## src/rtl/spi_boot_pkg.sv

```systemverilog
// Boot loader states, SPI host register map and the command constants used to
// fetch one 32-bit word per SPI transfer.
package spi_boot_pkg;

  typedef enum logic [3:0] {
    ST_IDLE,
    ST_WR_DIV,
    ST_WR_SS,
    ST_WR_TX1,
    ST_WR_TX0,
    ST_WR_CTRL,
    ST_POLL,
    ST_RD_RX,
    ST_EMIT,
    ST_DONE,
    ST_ERR
  } boot_state_e;

  localparam logic [31:0] REG_RX0     = 32'h00;
  localparam logic [31:0] REG_TX0     = 32'h00;
  localparam logic [31:0] REG_TX1     = 32'h04;
  localparam logic [31:0] REG_CTRL    = 32'h10;
  localparam logic [31:0] REG_DIVIDER = 32'h14;
  localparam logic [31:0] REG_SS      = 32'h18;

  // CHAR_LEN=64, Tx_NEG, ASS, GO_BSY
  localparam logic [31:0] CTRL_GO         = 32'h0000_2540;
  localparam int          CTRL_GO_BSY_BIT = 8;
  localparam logic [7:0]  FLASH_READ_OP   = 8'h03;

endpackage

```

## src/rtl/tlul_pkg.sv

```systemverilog
// Minimal TL-UL channel types (A: host->device, D: device->host) shared by the
// boot loader and its bench.
package tlul_pkg;

  typedef enum logic [2:0] {
    PutFullData    = 3'h0,
    PutPartialData = 3'h1,
    Get            = 3'h4
  } tl_a_op_e;

  typedef enum logic [2:0] {
    AccessAck     = 3'h0,
    AccessAckData = 3'h1
  } tl_d_op_e;

  typedef struct packed {
    logic        a_valid;
    tl_a_op_e    a_opcode;
    logic [2:0]  a_param;
    logic [1:0]  a_size;
    logic [7:0]  a_source;
    logic [31:0] a_address;
    logic [3:0]  a_mask;
    logic [31:0] a_data;
    logic        d_ready;
  } tl_h2d_t;

  typedef struct packed {
    logic        d_valid;
    tl_d_op_e    d_opcode;
    logic [2:0]  d_param;
    logic [1:0]  d_size;
    logic [7:0]  d_source;
    logic        d_sink;
    logic [31:0] d_data;
    logic        d_error;
    logic        a_ready;
  } tl_d2h_t;

endpackage

```

## src/rtl/spi_boot_loader_if.sv

```systemverilog
// TL-UL link between the boot sequencer's request engine and the SPI host.
interface spi_boot_loader_if;
  tlul_pkg::tl_h2d_t h2d;
  tlul_pkg::tl_d2h_t d2h;

  modport master (output h2d, input d2h);
  modport slave  (input h2d, output d2h);
endinterface

```

## src/rtl/spi_boot_tl_req.sv

```systemverilog
// Single-outstanding TL-UL request engine: latches one access, holds A until
// a_ready, then waits for the D response before accepting another request.
module spi_boot_tl_req (
  input  logic                      clk_i,
  input  logic                      rst_i,
  input  logic                      req_i,
  input  logic                      we_i,
  input  logic [31:0]               addr_i,
  input  logic [31:0]               wdata_i,
  output logic                      rsp_valid_o,
  output logic [31:0]               rsp_data_o,
  output logic                      rsp_err_o,
  spi_boot_loader_if.master         tl
);

  logic        a_pend_q, a_pend_d;
  logic        d_wait_q, d_wait_d;
  logic        we_q, we_d;
  logic [31:0] addr_q, addr_d;
  logic [31:0] wdata_q, wdata_d;
  logic        idle;

  assign idle = !a_pend_q && !d_wait_q;

  always_comb begin
    a_pend_d = a_pend_q;
    d_wait_d = d_wait_q;
    we_d     = we_q;
    addr_d   = addr_q;
    wdata_d  = wdata_q;
    if (idle && req_i) begin
      a_pend_d = 1'b1;
      we_d     = we_i;
      addr_d   = addr_i;
      wdata_d  = we_i ? wdata_i : 32'h0;
    end
    if (a_pend_q && tl.d2h.a_ready) begin
      a_pend_d = 1'b0;
      d_wait_d = 1'b1;
    end
    if (d_wait_q && tl.d2h.d_valid) begin
      d_wait_d = 1'b0;
    end
  end

  always_ff @(posedge clk_i or posedge rst_i) begin
    if (rst_i) begin
      a_pend_q <= 1'b0;
      d_wait_q <= 1'b0;
      we_q     <= 1'b0;
      addr_q   <= 32'h0;
      wdata_q  <= 32'h0;
    end else begin
      a_pend_q <= a_pend_d;
      d_wait_q <= d_wait_d;
      we_q     <= we_d;
      addr_q   <= addr_d;
      wdata_q  <= wdata_d;
    end
  end

  // Responses outside a pending access (e.g. after reset) are swallowed here.
  assign rsp_valid_o = d_wait_q && tl.d2h.d_valid;
  assign rsp_data_o  = tl.d2h.d_data;
  assign rsp_err_o   = tl.d2h.d_error;

  always_comb begin
    tl.h2d           = '0;
    tl.h2d.a_valid   = a_pend_q;
    tl.h2d.a_opcode  = we_q ? tlul_pkg::PutFullData : tlul_pkg::Get;
    tl.h2d.a_param   = 3'h0;
    tl.h2d.a_size    = 2'd2;
    tl.h2d.a_source  = 8'h0;
    tl.h2d.a_address = addr_q;
    tl.h2d.a_mask    = 4'hF;
    tl.h2d.a_data    = wdata_q;
    tl.h2d.d_ready   = 1'b1;
  end

  logic unused_d2h;
  assign unused_d2h = ^{tl.d2h.d_opcode, tl.d2h.d_param, tl.d2h.d_size,
                        tl.d2h.d_source, tl.d2h.d_sink};

endmodule

```

## src/rtl/spi_boot_loader.sv

```systemverilog
// SPI flash boot sequencer: reads word_count words via the SPI host and writes
// them to instruction memory. Define SPI_BOOT_BYTESWAP_EN for little-endian images.
module spi_boot_loader
  import spi_boot_pkg::*;
#(
  parameter logic [31:0] SPI_BASE = 32'h4008_0000,
  parameter logic [15:0] CLK_DIV  = 16'd1,
  parameter logic [7:0]  SS_MASK  = 8'h01,
  parameter int          MEM_AW   = 14
) (
  input  logic              clk_i,
  input  logic              rst_i,
  input  logic              start_i,
  input  logic [23:0]       flash_base_i,
  input  logic [15:0]       word_count_i,
  output tlul_pkg::tl_h2d_t tl_o,
  input  tlul_pkg::tl_d2h_t tl_i,
  output logic              mem_we_o,
  output logic [MEM_AW-1:0] mem_addr_o,
  output logic [31:0]       mem_wdata_o,
  output logic              busy_o,
  output logic              done_o,
  output logic              err_o
);

  function automatic logic [31:0] fmt_word(input logic [31:0] w);
`ifdef SPI_BOOT_BYTESWAP_EN
    fmt_word = {w[7:0], w[15:8], w[23:16], w[31:24]};
`else
    fmt_word = w;
`endif
  endfunction

  spi_boot_loader_if tl_bus ();

  assign tl_o       = tl_bus.h2d;
  assign tl_bus.d2h = tl_i;

  logic        req, req_we;
  logic [31:0] req_addr, req_wdata;
  logic        rsp_valid, rsp_err;
  logic [31:0] rsp_data;

  spi_boot_tl_req u_tl_req (
    .clk_i       (clk_i),
    .rst_i       (rst_i),
    .req_i       (req),
    .we_i        (req_we),
    .addr_i      (req_addr),
    .wdata_i     (req_wdata),
    .rsp_valid_o (rsp_valid),
    .rsp_data_o  (rsp_data),
    .rsp_err_o   (rsp_err),
    .tl          (tl_bus.master)
  );

  boot_state_e       state_q, state_d, bus_next;
  logic [15:0]       word_idx_q, word_idx_d;
  logic [15:0]       count_q, count_d;
  logic [23:0]       cur_addr_q, cur_addr_d;
  logic              mem_we_q, mem_we_d;
  logic [MEM_AW-1:0] mem_addr_q, mem_addr_d;
  logic [31:0]       mem_wdata_q, mem_wdata_d;
  logic              busy_q, busy_d;
  logic              done_q, done_d;
  logic              err_q, err_d;

  always_comb begin
    state_d     = state_q;
    word_idx_d  = word_idx_q;
    count_d     = count_q;
    cur_addr_d  = cur_addr_q;
    mem_we_d    = 1'b0;
    mem_addr_d  = mem_addr_q;
    mem_wdata_d = mem_wdata_q;
    done_d      = done_q;
    err_d       = err_q;
    req         = 1'b0;
    req_we      = 1'b0;
    req_addr    = SPI_BASE;
    req_wdata   = 32'h0;
    bus_next    = state_q;

    // Each bus state names its access and the state that follows its response.
    case (state_q)
      ST_WR_DIV:  begin req = 1'b1; req_we = 1'b1; req_addr = SPI_BASE + REG_DIVIDER;
                        req_wdata = {16'h0, CLK_DIV}; bus_next = ST_WR_SS; end
      ST_WR_SS:   begin req = 1'b1; req_we = 1'b1; req_addr = SPI_BASE + REG_SS;
                        req_wdata = {24'h0, SS_MASK}; bus_next = ST_WR_TX1; end
      ST_WR_TX1:  begin req = 1'b1; req_we = 1'b1; req_addr = SPI_BASE + REG_TX1;
                        req_wdata = {FLASH_READ_OP, cur_addr_q}; bus_next = ST_WR_TX0; end
      ST_WR_TX0:  begin req = 1'b1; req_we = 1'b1; req_addr = SPI_BASE + REG_TX0;
                        req_wdata = 32'h0; bus_next = ST_WR_CTRL; end
      ST_WR_CTRL: begin req = 1'b1; req_we = 1'b1; req_addr = SPI_BASE + REG_CTRL;
                        req_wdata = CTRL_GO; bus_next = ST_POLL; end
      ST_POLL:    begin req = 1'b1; req_addr = SPI_BASE + REG_CTRL;
                        bus_next = rsp_data[CTRL_GO_BSY_BIT] ? ST_POLL : ST_RD_RX; end
      ST_RD_RX:   begin req = 1'b1; req_addr = SPI_BASE + REG_RX0;
                        bus_next = ST_EMIT; end
      default: ;
    endcase

    case (state_q)
      ST_IDLE: begin
        if (start_i) begin
          word_idx_d = 16'h0;
          count_d    = word_count_i;
          cur_addr_d = flash_base_i;
          if (word_count_i == 16'h0) begin
            state_d = ST_DONE;
            done_d  = 1'b1;
          end else begin
            state_d = ST_WR_DIV;
          end
        end
      end
      ST_EMIT: begin
        word_idx_d = word_idx_q + 16'd1;
        cur_addr_d = cur_addr_q + 24'd4;
        if (word_idx_q + 16'd1 == count_q) begin
          state_d = ST_DONE;
          done_d  = 1'b1;
        end else begin
          state_d = ST_WR_TX1;
        end
      end
      ST_DONE, ST_ERR: ;
      default: begin
        if (rsp_valid) begin
          if (rsp_err) begin
            state_d = ST_ERR;
            err_d   = 1'b1;
          end else begin
            state_d = bus_next;
            // The write strobe is registered so it lines up with the EMIT cycle.
            if (state_q == ST_RD_RX) begin
              mem_we_d    = 1'b1;
              mem_addr_d  = MEM_AW'(word_idx_q);
              mem_wdata_d = fmt_word(rsp_data);
            end
          end
        end
      end
    endcase

    busy_d = !(state_d inside {ST_IDLE, ST_DONE, ST_ERR});
  end

  always_ff @(posedge clk_i or posedge rst_i) begin
    if (rst_i) begin
      state_q     <= ST_IDLE;
      word_idx_q  <= 16'h0;
      count_q     <= 16'h0;
      cur_addr_q  <= 24'h0;
      mem_we_q    <= 1'b0;
      mem_addr_q  <= '0;
      mem_wdata_q <= 32'h0;
      busy_q      <= 1'b0;
      done_q      <= 1'b0;
      err_q       <= 1'b0;
    end else begin
      state_q     <= state_d;
      word_idx_q  <= word_idx_d;
      count_q     <= count_d;
      cur_addr_q  <= cur_addr_d;
      mem_we_q    <= mem_we_d;
      mem_addr_q  <= mem_addr_d;
      mem_wdata_q <= mem_wdata_d;
      busy_q      <= busy_d;
      done_q      <= done_d;
      err_q       <= err_d;
    end
  end

  assign mem_we_o    = mem_we_q;
  assign mem_addr_o  = mem_addr_q;
  assign mem_wdata_o = mem_wdata_q;
  assign busy_o      = busy_q;
  assign done_o      = done_q;
  assign err_o       = err_q;

endmodule

```

## config.mk

```make
export PLATFORM = sky130hd
export DESIGN_NAME = spi_boot_loader
export DESIGN_NICKNAME = d
export VERILOG_FILES = /design/src/rtl/spi_boot_pkg.sv /design/src/rtl/tlul_pkg.sv /design/src/rtl/spi_boot_loader_if.sv /design/src/rtl/spi_boot_tl_req.sv /design/src/rtl/spi_boot_loader.sv
export SDC_FILE = /design/constraint.sdc
export NUM_CORES = 1
export LEC_CHECK = 0
export BUFFER_PORTS_ARGS = -buffer_cell sky130_fd_sc_hd__buf_4
export CAP_MARGIN = 30
export CORE_ASPECT_RATIO = 1.5
export CORE_UTILIZATION = 30
export DETAILED_ROUTE_END_ITERATION = 10
export MAX_ROUTING_LAYER = met4
export PLACE_DENSITY = 0.57
export SYNTH_ARGS = -nofsm -noshare
export SYNTH_HDL_FRONTEND = slang
export SYNTH_SLANG_ARGS = --single-unit
```

## constraint.sdc

```tcl
create_clock -name clk_i -period 5.1 [get_ports clk_i]
set_clock_uncertainty 0.1 [all_clocks]
set_input_delay 1.02 -clock clk_i [delete_from_list [all_inputs] [get_ports clk_i]]
set_output_delay 1.02 -clock clk_i [all_outputs]
set_load 0.01 [all_outputs]
```

==> impl_results.md <==
* DRC at 0
* CP max FO at 8
* Number of synthesized flops with an enable pin at 0
* Hold EP: u_tl_req.we_q
* Longest Clk Path Bufs at 2
* CP required at 5270 ps
* Maximum VDD drop at 0.246 mV
* Hold Buf Count CTS at 0
* Pre-Repair DR Iteration Count at 9
* Slew @ Worst Pin at 841 ps
* Initial core utilization at 30.8%
* Hold Path Origin: u_tl_req.we_q
* Mapped Cells at 738
* Site Rows at 69
* Via count at 5706
* Full die area at 0.0251 mm2
* Worst path max stage delay at 510 ps
* Met3 usage at 2.88%
* Initial detailed-routing violation count at 300
* Largest net degree at the start of global routing at 92
* Initial antenna violation count at 1
* Busiest grt layer: met2
* Num CTS Buffers at 17
* Worst Reg-to-Reg Cells at 9
* Layout Nets at 975
* First-pass GRT wire length at 29900 um
* FF-to-FF Start: word_idx_q[0]
* Final period utilization at 60.2%
* Final hold violation count at 0
* Min-Delay Path Depth at 2
* Overall Global Routing Usage at 16.1%
* Detailed-route wire length per cell at 15.5 um
* CORE AREA at 0.0238 mm2
* Syn-to-layout area delta at 24.6%
* Antenna Nets Post-Route at 0
* Cell taking the most area after synthesis: dfrtp_1
* Worst hold path type: reg2reg
* # resized after CTS at 0
* Sequential area share after synthesis at 48.4%
* Layout cells sized above 1 at 30.6%
* Startpoint Class: flip-flop
* Crit-path cells: ha_1 > nand3_2 > nor4_2 > xor2_1 > a222oi_1 > nand4_2 > a21boi_2 > o311a_1 > a22oi_1
* Post-CTS Setup Bufs at 0
* Post-synth top area share at 48.4%
* H-tree Lvls at 4
* Clock sinks at 142
* Worst r2r dst: busy_o
* Fmax at 326 MHz
* Final Power at 5.14 mW
* Met1 Usage GRT at 17.1%
* Flops & latches, synth at 142
* Synthesized cell area at 0.00733 mm2
* Most used DFF post-synth: dfrtp_1
* Hold_ws at 370 ps
* Setup TNS at 0 ps
* Worst setup EP type: flip-flop
* Clk Tree Root Cell: clkbuf_16
* GRT overflow at 0
* Die height at 194 um
* DIE WIDTH at 130 um
* Estimated wirelength of the detail-placed design at 13600 um
* Status: finished, final reports clean
* Worst EP arrival at 3240 ps
* CP max-delay cell: dfrtp_1
* IO Pins at 231
* Relative slew slack at 43.9%
* Mean post-synth cell area at 9.94 um2
* DRT Wirelength at 18800 um
* Largest cells by area after synthesis: dfrtp_1 (48%), nand2_1 (7.5%), mux2_2 (7.2%), buf_4 (6.0%), o21ai_0 (5.0%)
* Final Slew Violations at 0
* Clk_lat worst skew at 430 ps
* Leakage at 4.33 nW
* # setup viols final at 0
* Vias in the first global route at 5560
* # Max-Cap Violations at 0
* Post-synth ARST share at 100%
* Routability Congestion at 0.755
* IO Port Bufs at 160
* Crit Path Class: reg2reg
* Post-synthesis cell type count at 66
* P per Cell Area at 562 mW/mm2
* Placed Cells at 1178
* Post-layout min period at 3070 ps
* CTS tree: done
* Vias per Instance at 4.71
* Routing usage on met2 at 28.0%
* Fin util at 38.3%
* Clk slew on worst S/H paths at 60 ps
* Final cell count without fillers at 1211
* Yosys warning total at 0
* RSZ-0062 raised after global routing: false
* Reg2reg setup slack at 2030 ps
==> how the worst max path moves through the flow <==
stage | endpoint | cells past startpoint | startpoint | slack, ps
after floorplan | busy_o | 1 | rst_i | 170
after global placement | mem_wdata_o[11] | 6 | tl_i[51] | 1780
after detailed placement | mem_wdata_o[31] | 6 | tl_i[51] | 1750
after CTS | busy_o | 9 | word_idx_q[0] | 1960
after global routing | busy_o | 9 | word_idx_q[0] | 1780
final | busy_o | 9 | word_idx_q[0] | 2030
==> critical path, delay by kind of cell, from the launching register on <==
family | cells | cell delay, ps
adder cells (fa/ha/maj) | 1 | 320
AND/OR/NAND/NOR | 3 | 990
XOR/XNOR | 1 | 120
AO/OA/AOI/OAI | 4 | 860
flip-flops | 1 | 510
==> Yosys cell counts, types with 3 or more instances <==
cell / number
dfrtp_1: 142
inv_1: 14
nor2_1: 35
a221o_1: 9
a31oi_1: 6
clkbuf_1: 25
xnor2_1: 17
buf_4: 59
and3_1: 13
o41ai_1: 3
a222oi_1: 4
buf_1: 3
nand2b_1: 3
nand4_1: 4
nor4_1: 9
xor2_1: 6
nor3_1: 8
nor3b_1: 4
mux2_2: 47
clkbuf_8: 9
mux2i_1: 5
o31ai_1: 6
o21bai_1: 3
o21ai_0: 73
a21oi_1: 12
nor4_2: 4
nand3_1: 14
nand2_1: 146
o311ai_0: 8
==> power by group <==
group | internal [mW] | switching [mW] | leakage (nW)
logic | 0.873 | 0.917 | 2.16
clock network | 0.841 | 0.476 | 0.303
registers | 1.57 | 0.465 | 1.87
total | 3.28 | 1.86 | 4.33
==> placed cells by master, fill, tap and decap left out, types with 14 or more instances in the layout <==
cell type	instances
buf_4	169
conb_1	53
nand3_1	14
o21ai_0	73
xnor2_1	17
nand2_1	146
mux2_2	47
dfrtp_1	142
clkbuf_16	17
nor2_1	33
==> flip-flops by register name (all words and copies together) (netlist names) <==
| signal | flops |
|---|---|
| done_o | 1 |
| cur_addr_q | 24 |
| u_tl_req.wdata_q | 25 |
| u_tl_req.addr_q | 4 |
| mem_addr_o | 14 |
| mem_wdata_o | 32 |
| u_tl_req.we_q | 1 |
| mem_we_o | 1 |
| u_tl_req.a_pend_q | 1 |
| state_q | 4 |
| busy_o | 1 |
| word_idx_q | 16 |
| err_o | 1 |
| u_tl_req.d_wait_q | 1 |
| count_q | 16 |
==> metrics by stage <==
stage | cell area (um2) | setup WS, ps
after floorplan | 7530 | 170
after CTS | 9140 | 1960
final | 9140 | 2030
after global placement | 8500 | 1780
after global routing | 9140 | 1780
after detailed placement | 8510 | 1750
==> cell type report <==
| cell class | instances | area (um2) |
|---|---|---|
| Fill cell | 2455 | 14700 |
| Sequential cell | 142 | 3550 |
| Multi-Input combinational cell | 533 | 3220 |
| Timing Repair Buffer | 170 | 1280 |
| Clock buffer | 21 | 460 |
| Tap cell | 319 | 399 |
| Clock inverter | 11 | 164 |
| Inverter | 14 | 57.6 |
| Antenna cell | 1 | 2.50 |
==> layer usage <==
| layer | share of wire (%) | vias up | routed length [um] |
|---|---|---|---|
| met5 | 0 | - | 0 |
| met4 | 3.6 | 0 | 676 |
| met3 | 3.6 | 34 | 684 |
| met2 | 54 | 168 | 10100 |
| met1 | 39 | 2742 | 7320 |
| li1 | - | 2762 | - |
==> cell families after synthesis <==
kind of cell | Yosys count | synth area share [%]
compound gates | 143 | 12.8
xor+xnor | 23 | 2.75
fa+ha+maj | 2 | 0.341
buf+inv | 114 | 10.5
flops | 142 | 48.4
mux | 52 | 7.90
other cells | 2 | 0.102
simple gates | 260 | 17.2
Note: power is estimated with default switching activity, not from simulation.
